[src/rtl/uart_pkg.sv]
// Shared UART definitions: transmit-arbiter state encoding and default sizing.
package uart_pkg;

  localparam int unsigned UART_DATA_W      = 8;
  localparam int unsigned TX_ARB_N_REQ     = 4;
  localparam int unsigned TX_ARB_MAX_BEATS = 16;

  typedef enum logic [1:0] {
    ARB_IDLE      = 2'd0,
    ARB_GRANT     = 2'd1,
    ARB_CFG_DRAIN = 2'd2,
    ARB_CFG_REQ   = 2'd3
  } tx_arbiter_fsm_e;

endpackage

[src/rtl/rr_priority_picker.sv]
// Combinational round-robin picker: first set request at or after ptr_i,
// searching upward and wrapping past N-1.
module rr_priority_picker #(
  parameter int unsigned N     = 4,
  parameter int unsigned PTR_W = $clog2(N)
) (
  input  logic [N-1:0]     req_i,
  input  logic [PTR_W-1:0] ptr_i,
  output logic [N-1:0]     grant_o,
  output logic             found_o
);

  always_comb begin
    logic        hit;
    int unsigned idx;
    hit     = 1'b0;
    idx     = 0;
    grant_o = '0;
    for (int unsigned off = 0; off < N; off++) begin
      idx = 32'(ptr_i) + off;
      if (idx >= N) begin
        idx = idx - N;
      end
      if (!hit && req_i[PTR_W'(idx)]) begin
        hit                    = 1'b1;
        grant_o[PTR_W'(idx)]   = 1'b1;
      end
    end
    found_o = hit;
  end

endmodule

[src/rtl/tx_arbiter.sv]
// Packet-locked round-robin arbiter for the UART TX FIFO write port, with a
// drain-then-handshake sequencer for master configuration requests.
module tx_arbiter
  import uart_pkg::*;
#(
  parameter int unsigned N_REQ     = TX_ARB_N_REQ,
  parameter int unsigned MAX_BEATS = TX_ARB_MAX_BEATS
) (
  input  logic                                  clk_i,
  input  logic                                  rst_n_i,
  input  logic [N_REQ-1:0]                      req_valid_i,
  input  logic [N_REQ-1:0][UART_DATA_W-1:0]     req_data_i,
  input  logic [N_REQ-1:0]                      req_last_i,
  output logic [N_REQ-1:0]                      req_ready_o,
  input  logic                                  cfg_req_i,
  input  logic                                  tx_fifo_full_i,
  input  logic                                  tx_fifo_empty_i,
  input  logic                                  tx_idle_i,
  input  logic                                  req_done_i,
  output logic [UART_DATA_W-1:0]                tx_data_o,
  output logic                                  tx_fifo_write_o,
  output logic                                  config_req_mst_o,
  output logic [N_REQ-1:0]                      grant_o,
  output logic                                  cfg_busy_o
);

  localparam int unsigned PTR_W = $clog2(N_REQ);
  localparam int unsigned CNT_W = $clog2(MAX_BEATS + 1);

  tx_arbiter_fsm_e   state_q, state_d;
  logic [PTR_W-1:0]  rr_ptr_q, rr_ptr_d;
  logic [CNT_W-1:0]  beat_cnt_q, beat_cnt_d;
  logic              pending_q, pending_d;
  logic [N_REQ-1:0]  grant_q, grant_d;

  logic [N_REQ-1:0]       pick_grant;
  logic                   pick_found;
  logic [PTR_W-1:0]       owner_idx;
  logic                   sel_valid;
  logic                   sel_last;
  logic [UART_DATA_W-1:0] sel_data;
  logic                   beat_accept;
  logic [CNT_W-1:0]       beat_inc;
  logic                   at_limit;
  logic [PTR_W-1:0]       owner_next;

  rr_priority_picker #(
    .N     (N_REQ),
    .PTR_W (PTR_W)
  ) u_picker (
    .req_i   (req_valid_i),
    .ptr_i   (rr_ptr_q),
    .grant_o (pick_grant),
    .found_o (pick_found)
  );

  // Owner mux; everything reads zero when no grant is held.
  always_comb begin
    owner_idx = '0;
    sel_valid = 1'b0;
    sel_last  = 1'b0;
    sel_data  = '0;
    for (int unsigned i = 0; i < N_REQ; i++) begin
      if (grant_q[i]) begin
        owner_idx = PTR_W'(i);
        sel_valid = req_valid_i[i];
        sel_last  = req_last_i[i];
        sel_data  = req_data_i[i];
      end
    end
  end

  assign beat_accept = sel_valid & ~tx_fifo_full_i;
  assign beat_inc    = beat_cnt_q + CNT_W'(1);
  assign at_limit    = (beat_inc == CNT_W'(MAX_BEATS));
  assign owner_next  = (owner_idx == PTR_W'(N_REQ - 1)) ? '0 : owner_idx + PTR_W'(1);

  always_comb begin
    state_d          = state_q;
    rr_ptr_d         = rr_ptr_q;
    beat_cnt_d       = beat_cnt_q;
    grant_d          = grant_q;
    pending_d        = pending_q | cfg_req_i;
    req_ready_o      = '0;
    tx_fifo_write_o  = 1'b0;
    tx_data_o        = '0;
    config_req_mst_o = 1'b0;

    case (state_q)
      ARB_IDLE: begin
        // A pending configuration outranks any waiting requester.
        if (pending_q | cfg_req_i) begin
          state_d = ARB_CFG_DRAIN;
        end else if (pick_found) begin
          state_d = ARB_GRANT;
          grant_d = pick_grant;
        end
      end

      ARB_GRANT: begin
        req_ready_o     = grant_q & {N_REQ{~tx_fifo_full_i}};
        tx_fifo_write_o = beat_accept;
        tx_data_o       = sel_data;
        if (beat_accept) begin
          beat_cnt_d = beat_inc;
          if (sel_last | at_limit) begin
            state_d    = ARB_IDLE;
            grant_d    = '0;
            beat_cnt_d = '0;
            rr_ptr_d   = owner_next;
          end
        end
      end

      ARB_CFG_DRAIN: begin
        // Entry to the handshake consumes the pending flag; a fresh request re-arms it.
        if (tx_fifo_empty_i & tx_idle_i) begin
          state_d   = ARB_CFG_REQ;
          pending_d = cfg_req_i;
        end
      end

      ARB_CFG_REQ: begin
        config_req_mst_o = 1'b1;
        if (req_done_i) begin
          state_d = ARB_IDLE;
        end
      end

      default: begin
        state_d = ARB_IDLE;
      end
    endcase
  end

  always_ff @(posedge clk_i) begin
    if (!rst_n_i) begin
      state_q    <= ARB_IDLE;
      rr_ptr_q   <= '0;
      beat_cnt_q <= '0;
      pending_q  <= 1'b0;
      grant_q    <= '0;
    end else begin
      state_q    <= state_d;
      rr_ptr_q   <= rr_ptr_d;
      beat_cnt_q <= beat_cnt_d;
      pending_q  <= pending_d;
      grant_q    <= grant_d;
    end
  end

  assign grant_o    = grant_q;
  assign cfg_busy_o = (state_q == ARB_CFG_DRAIN) | (state_q == ARB_CFG_REQ);

endmodule
[config.mk]
export PLATFORM = sky130hd
export DESIGN_NAME = tx_arbiter
export DESIGN_NICKNAME = d
export VERILOG_FILES = /design/src/rtl/uart_pkg.sv /design/src/rtl/rr_priority_picker.sv /design/src/rtl/tx_arbiter.sv
export SDC_FILE = /design/constraint.sdc
export NUM_CORES = 1
export LEC_CHECK = 0
export CORE_UTILIZATION = 45
export CTS_CLUSTER_SIZE = 12
export DETAILED_ROUTE_END_ITERATION = 6
export HOLD_SLACK_MARGIN = 0.1
export PLACE_DENSITY = 0.87
export SLEW_MARGIN = 10
export SYNTH_ARGS = -nofsm -noshare
export SYNTH_HDL_FRONTEND = slang
export SYNTH_SLANG_ARGS = --single-unit
[constraint.sdc]
create_clock -name clk_i -period 4.28 [get_ports clk_i]
set_input_delay 0.642 -clock clk_i [delete_from_list [all_inputs] [get_ports clk_i]]
set_output_delay 0.642 -clock clk_i [all_outputs]
set_load 0.02 [all_outputs]
==> run summary, run 1 <==
The flow ran to the end, but the final reports show violations. The checks that failed: design-rule violations. In this run the power spent charging and discharging nets is 0.120 mW. The tools report the critical path launch point as req_valid_i[2]. The global routing usage on met3 is 4.02%, and the switching share of power is 32.7%.

The netlist uses 45 different library cells. The kind of cell with the highest combined delay on the critical path is buffers and inverters. For the worst slew margin relative to its limit, the log shows 37.7%. Maximum fanout along the worst path: 8.

The run gives 20.0% as the sequential element share of the synthesized area. In this design, the stage delay of the slowest critical-path cell is 610 ps. For the initial antenna violation count, the log shows 0. After legalization and detailed placement, the total HPWL measured 3040 um. The total global routing overflow is 0, and the met2 usage is 43.3%. The fraction of layout instances using a drive strength above 1 is 4.96%. Counting every sink on the clock net gives 14. For the pin with the worst max-slew slack, the measured transition is 934 ps. The total area inside the core boundary comes to 2850 um^2. TritonCTS built the clock tree. The pin count of the biggest net entering global routing was 26; the I/O pin count was 66. The worst hold path begins at beat_cnt_q[1]. The final critical path takes up 76.7% of the cycle. For the number of global-route vias before repair, the log shows 1524. For the global-route wire length before repair, the log shows 6660 um.

For this run, the total global-route usage over all layers was measured as 24.8%. Clock-pin slew was measured on the worst setup and hold paths at 90 ps. The y dimension of the die was 57.8 um. After the first detailed-routing iteration, the DRC count stood at 73.

Before antenna repair, the detailed router went through 6 iterations. Setup total negative slack on the finished layout was measured at 0 ps. Sequential cells account for 41.3% of the total power. The mean cell area of the mapped netlist is 7.57 um^2, and the share of power burned in combinational logic is 37.9%. The worst-case clock skew came out at 8.54 ps. The critical path goes through clkdlybuf4s50_1 -> a21oi_1 -> a32oi_4 -> nand2_4 -> inv_1 -> clkdlybuf4s50_1. The cell-internal power was 0.247 mW. For the number of buffers on the longest clock path, the log shows 2. In this run the clock root is driven by a sky130_fd_sc_hd__clkbuf_4. After detailed routing, the number of remaining DRC violations is 4.

The average via count per standard cell was 5.97; the post-detailed-route wirelength per cell was 14.7 um. The initialized floorplan defines 19 standard-cell rows. For the worst setup path, the data arrival time is 2640 ps. The hold violation total from the final report came out at 0. The area of all placed cells without fillers is 2060 um^2. The worst hold path belongs to the class reg -> reg. During placement, the flow inserted port buffers numbering 65.

The library cell used most frequently in the layout, excluding fill and tap cells, is sky130_fd_sc_hd__clkdlybuf4s50_1. The startpoint class of the critical path was an input port. The time the worst path needs with I/O delays and setup was 3280 ps; the cell area after placement was 2030 um^2. Together, buffers and inverters on the worst path number 3. After synthesis the netlist holds a flip-flop and latch count of 14. Across the VDD grid, the largest voltage drop is 0.118 mV. The number of buffers inserted by hold repair at cts is 0. In this run the remaining antenna-violating nets after routing total 0. For this design the ratio of total power to cell area is 179 nW/um^2. The Yosys step of the flow raised 0 warnings.

The maximum clock frequency was 305 MHz. The worst register-to-register path begins at rr_ptr_q[0]. The type of destination of the critical path was an output pin. The placer congestion estimate is 0.906.

The logs give 290 ps for the clock latency reported for the late side of the worst-skew pair and 1 for the CTS H-tree depth. The TritonCTS buffer count is 3, and the post-CTS setup buffer count is 0. The critical path's most frequent cell is sky130_fd_sc_hd__clkdlybuf4s50_1. Post-CTS repair changed the size of 0 cells.

The repair_antennas step left the layout with diodes totalling 0. Global routing's busiest layer: met2. The critical path's slowest cell is sky130_fd_sc_hd__clkdlybuf4s50_1.

The max-capacitance violation count is 0, and the total routed wirelength is 4020 um. The critical path is of the in -> out type. The clock network is responsible for 20.8% of the overall power. For this run, global-route usage on met1 was measured as 31.1%. The total number of vias was 1631. Leaving out fill and tap cells, the most frequent cells in the layout are sky130_fd_sc_hd__clkdlybuf4s50_1, sky130_fd_sc_hd__nor2_1, sky130_fd_sc_hd__a21oi_1. From synthesis to final layout, the design area changed by 46.7%.

Number of pins with negative max-slew slack in the final report: 0. The die width is 57.8 um, and the effective utilization at floorplan is 49.1%. The run gives 0 as the number of failing setup endpoints in the final timing report.

When the netlist entered floorplanning its net count stood at 239. Summed over all cells, the static leakage comes to 0.716 nW. The tools report the final net count as 298. The critical path required time is 3640 ps.

For the post-synth design cell area, the log shows 1400 um^2. The floorplan step defined a die boundary enclosing 3340 um^2. Setup repair after global routing left no endpoint under its margin. Synthesis handed over a netlist of 185 instances.
-- cell families (layout without fill, tap and decap cells) --
family	count (synthesis)	after routing	share of synthesized area, %
and+or+nand+nor	84	84	32.9
muxes	3	3	3.93
AOI/OAI and AO/OA	54	54	28.1
buffers and inverters	19	76	6.25
xor gates and xnor gates	4	4	2.50
adders and majority gates	7	7	6.25
DFF	14	14	20.0
-- tightest hold or removal path: stages (launching register included) --
cell and delay [ps]:
sky130_fd_sc_hd__dfxtp_1 350, sky130_fd_sc_hd__nand2_1 60, sky130_fd_sc_hd__a21oi_1 50
-- flip-flops by register name (all words and copies together), names as in the netlist --
signal,cells
state_q,2
beat_cnt_q,5
rr_ptr_q,2
grant_o,4
pending_q,1
-- stage by stage --
step | hold WS, ps | setup slack (ps) | cells | utilization, % | total power, mW
3_3_place_gp | 484 | 1060 | 270 | 71.3 | 0.291
5_1_grt | 520 | 846 | 273 | 72.1 | 0.386
3_5_place_dp | 490 | 1010 | 270 | 71.3 | 0.293
6_report | 504 | 999 | 273 | 72.1 | 0.368
4_1_cts | 503 | 1000 | 273 | 72.1 | 0.367
2_1_floorplan | 462 | 2000 | 185 | - | 0.225
-- worst paths after layout --
kind	end	slack [ps]	cells after the start
setup reg to reg	grant_o[3]	1670	6
setup / recovery	tx_fifo_write_o	1000	6
hold reg to reg	beat_cnt_q[1]	500	2
hold / removal	beat_cnt_q[1]	500	2
-- layout make-up --
cell class              count  area (um^2)
clock buffers               3         22.5
fillers                   241          797
inverters                   8         30.0
multi-input cells         152         1030
flip-flops and latches     14          280
well taps                  31         38.8
repair buffers             65          651
-- Yosys cell counts, drive strengths merged --
library cell | n | share of area (%)
nor3 | 12 | 4.3
and2 | 6 | 2.7
o21a | 1 | 0.54
nand2b | 2 | 0.89
nand4bb | 2 | 1.6
xnor2 | 1 | 0.63
o21ai | 6 | 2.1
mux4 | 2 | 3.2
and3 | 1 | 0.45
nand3b | 3 | 1.6
a221oi | 8 | 5.0
dfxtp | 14 | 20
a221o | 4 | 2.9
inv | 7 | 1.9
nand3 | 10 | 3.6
ha | 7 | 6.2
mux2i | 1 | 0.71
a311oi | 4 | 2.5
nand2 | 7 | 2.4
nor2b | 8 | 3.6
a32oi | 2 | 2.6
buf | 3 | 2.0
nand4 | 2 | 0.89
or2 | 1 | 0.45
clkinv | 1 | 0.27
a22oi | 1 | 0.54
o31ai | 1 | 0.54
o211ai | 1 | 0.54
o22ai | 1 | 0.45
or4 | 3 | 1.6
xor2 | 3 | 1.9
nor3b | 1 | 0.54
clkbuf | 8 | 2.1
nor2 | 23 | 6.7
o221a | 1 | 0.80
nor4 | 1 | 0.45
a21boi | 1 | 0.54
a211oi | 2 | 1.1
nand4b | 2 | 1.3
a21oi | 21 | 8.0
-- routing by layer --
metal  wire length [um]  part of all wire, %  vias to the layer above
met2               1980                   49                       49
met4                 46                  1.1                        0
met5                  0                    0                        -
li1                   -                    -                      813
met3                206                  5.1                        9
met1               1790                   45                      760
-- power groups by stage --
stage | Sequential, mW | Combinational, mW | Clock (mW)
finish | 0.152 | 0.139 | 0.0766
CTS | 0.151 | 0.139 | 0.0764
detailed placement | 0.154 | 0.139 | 0
global route | 0.154 | 0.152 | 0.0801
floorplan | 0.147 | 0.0786 | 0
global placement | 0.154 | 0.137 | 0
(Power assumes the default switching activity.)
==> run 2, diff against run 1 <==
- CORE_UTILIZATION: 45 -> 41
- PLACE_DENSITY: 0.87 -> 0.8
- clock period: 4.28 -> 3.2 ns (I/O delays scaled with it)
==> run 2 against run 1 <==
Effect of this change: critical endpoint unchanged; first-iteration DRC count decreased by 9.6%; power increased by 42%; worst hold slack about the same; critical path depth unchanged; global-route usage decreased by 1.1 points; count of clock-buffer cells in the layout increased by 1; die area increased by 9.4%; sequential cell count unchanged; non-clock buffer count increased by 5; the run now ends clean; setup slack got worse by 740 ps; critical path type unchanged; largest cell class unchanged.
==> run summary, run 2 (synthesis results as in run 1) <==
The area enclosed by the die boundary is 3660 um^2 (+9.4%). The share of power burned in combinational logic is 37.7% (-0.2 points), and the area growth from synthesis to final layout is 51.5%. The number of failing setup endpoints in the final timing report was 0 (unchanged). The hold violation total from the final report is 0 (unchanged). Core area: 3150 um^2 (+11%). The logs give 2 (unchanged) for the number of buffers on the longest clock path and 44.4% (-4.7 points) for the effective utilization at floorplan. The fraction of layout instances using a drive strength above 1 is 7.26% (+2.3 points).

Worst slew margin relative to its limit: 57.4% (+20 points). The placer congestion estimate was 0.914 (+0.88%); the total power consumption of the routed design was 0.521 mW (+42%). The tools report the final net count as 303 (+1.7%). The maximum cell stage delay along the critical path is 610 ps (about the same).

The pin slew with the least headroom to its limit works out to 638 ps (-295 ps). The worst-case clock skew is 5.55 ps (-2.99 ps). For the multi-input gate area in the final layout, the log shows 1030 um^2 (unchanged).

The tree is rooted in a sky130_fd_sc_hd__clkbuf_4. For the final standard cell count with taps included and fillers excluded, the log shows 292 (+7.0%). The die width works out to 60.5 um (+4.6%). The aggregate global-route resource usage is 23.8% (-1.1 points), and the worst path arrival time is 2460 ps (-180 ps). The fraction of power consumed by the clock network was 24.2% (+3.4 points); the static leakage was 0.750 nW (+4.7%).

The run gives 24 (-7.7%) as the pin count of the biggest net entering global routing. The TritonCTS buffer count was 3 (unchanged). The sequential cell area in the final layout is 280 um^2 (unchanged), and the maximum fanout along the worst path is 8 (unchanged).

The run gives 0.360 mW (+45%) as the cell-internal power. The number of placement rows is 20 (+1). The flip-flop count of the largest register after layout came out at 5 (unchanged).

Post-CTS setup buffer count: 0 (unchanged). The reported net switching power was 0.161 mW (+34%); the critical path required time was 2720 ps (-920 ps). The number of DRC markers after the initial detailed-route iteration came out at 66 (-9.6%).

Number of clock sinks seen by CTS: 14 (unchanged). Leaving out fill and tap cells, the most frequent cells in the layout are sky130_fd_sc_hd__clkdlybuf4s50_1, sky130_fd_sc_hd__nor2_1, sky130_fd_sc_hd__a21oi_1. The final core utilization is 67.3% (-4.7 points), and the sum of net half-perimeters after detailed placement is 3140 um (+3.4%). The cell area power density works out to 245 nW/um^2 (+37%).

The logs give 1459 (-4.3%) for the number of global-route vias before repair and 280 ps (about the same) for the clock latency reported for the late side of the worst-skew pair. The total number of vias was 1618 (-0.80%). The tools report the worst IR drop on VDD as 0.234 mV (+98%).

The cell that appears most often on the critical path is sky130_fd_sc_hd__clkdlybuf4s50_1. For this design, the slowest cell found on the critical path is sky130_fd_sc_hd__clkdlybuf4s50_1. The fill cell total of the finished layout came out at 321 (+33%). The CTS H-tree depth was 1 (unchanged). The initial antenna violation count came out at 0 (unchanged). The logs give 266 ps (-739 ps) for the minimum setup slack after placement and 4120 um (+2.5%) for the total routed wirelength. The run gives 0 (unchanged) as the number of buffers inserted by hold repair at cts.

The share of the cycle needed by the critical path after routing is 91.9%. Antenna diode instance count: 0 (unchanged). The setup TNS was 0 ps (unchanged); the remaining routing DRC violations was 0 (-4). The tools report the part of the power in registers as 38.1% (-3.2 points). The number of optimization iterations in the first detailed-route pass is 4 (-2). The average via count per standard cell was 5.54 (-7.3%). The switching share of power came out at 30.9% (-1.8 points).

Count of input and output buffers: 65 (unchanged). The number of pins with negative max-slew slack in the final report was 0 (unchanged). The max-capacitance violation count was 0 (unchanged); the post-detailed-route wirelength per cell was 14.1 um (-4.2%).

The total placed cells including tap cells came out at 288 (+6.7%). The worst hold path class was reg -> reg. The run finished with clean final reports. Setup repair after global routing left no endpoint under its margin. The final antenna-violating net count came out at 0 (unchanged). The most common cell after layout, fill and taps aside was sky130_fd_sc_hd__clkdlybuf4s50_1. The register with the most flip-flops was beat_cnt_q. The tools report the startpoint class of the critical path as an input port. The post-cts resize count was 0 (unchanged); the global-route wire length before repair was 6690 um (+0.42%).

The tools report the total global routing overflow as 0 (unchanged). TritonCTS built the clock tree. The I/O pin count is 66 (unchanged), and the y dimension of the die is 60.5 um (+4.6%). The critical path in this run is classified as in -> out. Derived from the worst setup path, the maximum achievable clock frequency is 340 MHz. The signal on the critical path passes through clkdlybuf4s50_1 -> a21oi_1 -> a32oi_4 -> nand2_4 -> inv_1 -> clkdlybuf4s50_1. For the finished layout, the period the worst path requires is 2940 ps. The tools report the type of destination of the critical path as an output pin. The clock input transition at the sequential cells of the worst setup and hold paths is 90 ps (about the same).

The tools report the post-route worst setup slack as 258 ps (-741 ps).
-- run 2: cell types whose count changed in the layout (fill, tap and decap cells not counted), sizes merged --
cell    previous run  this run
buf                0         5
clkbuf             3         4
-- run 2: cell type report --
cell class	count	area share (%)
tap	44	2.59
clock buffer	4	1.71
sequential	14	13.2
inverter	8	1.41
timing repair buffer	70	32.4
multi-input combinational	152	48.7
-- run 2: critical path, delay by kind of cell --
kind                   cells  cell delay [ps]
AND/OR/NAND/NOR            1              110
AO/OA/AOI/OAI              2              540
buffers and inverters      3             1320
-- run 2: final timing paths --
path	from	end	slack [ps]	depth (start not counted)
max	req_valid_i[2]	tx_fifo_write_o	260	6
min	beat_cnt_q[1]	beat_cnt_q[1]	500	2
max reg2reg	rr_ptr_q[1]	grant_o[1]	850	6
min reg2reg	beat_cnt_q[1]	beat_cnt_q[1]	500	2
-- run 2: power groups by stage --
stage	registers, mW	logic [mW]	clock network (mW)
3_5_place_dp	0.202	0.195	0
2_1_floorplan	0.196	0.105	0
4_1_cts	0.198	0.196	0.128
6_report	0.198	0.196	0.126
3_3_place_gp	0.202	0.193	0
5_1_grt	0.201	0.214	0.139
-- run 2: per-layer routing --
metal,track usage (%),wire [um],vias to the layer above
li1,-,-,821
met2,38.5,1990,43
met5,0,0,-
met4,5.19,19,0
met1,34.0,1960,752
met3,2.77,157,2
-- run 2: through the flow --
stage / instance area (um^2) / hold slack [ps]
3_5_place_dp: 2090 / 491
4_1_cts: 2120 / 507
6_report: 2120 / 504
5_1_grt: 2120 / 543
2_1_floorplan: 1400 / 462
3_3_place_gp: 2090 / 485
==> run 3, diff against run 2 <==
- CTS_CLUSTER_DIAMETER: unset -> 120
- CTS_CLUSTER_SIZE: 12 -> 25
==> results of run 3 <==
Same layout as run 2: the final DEF is identical, and so are final timing and power.
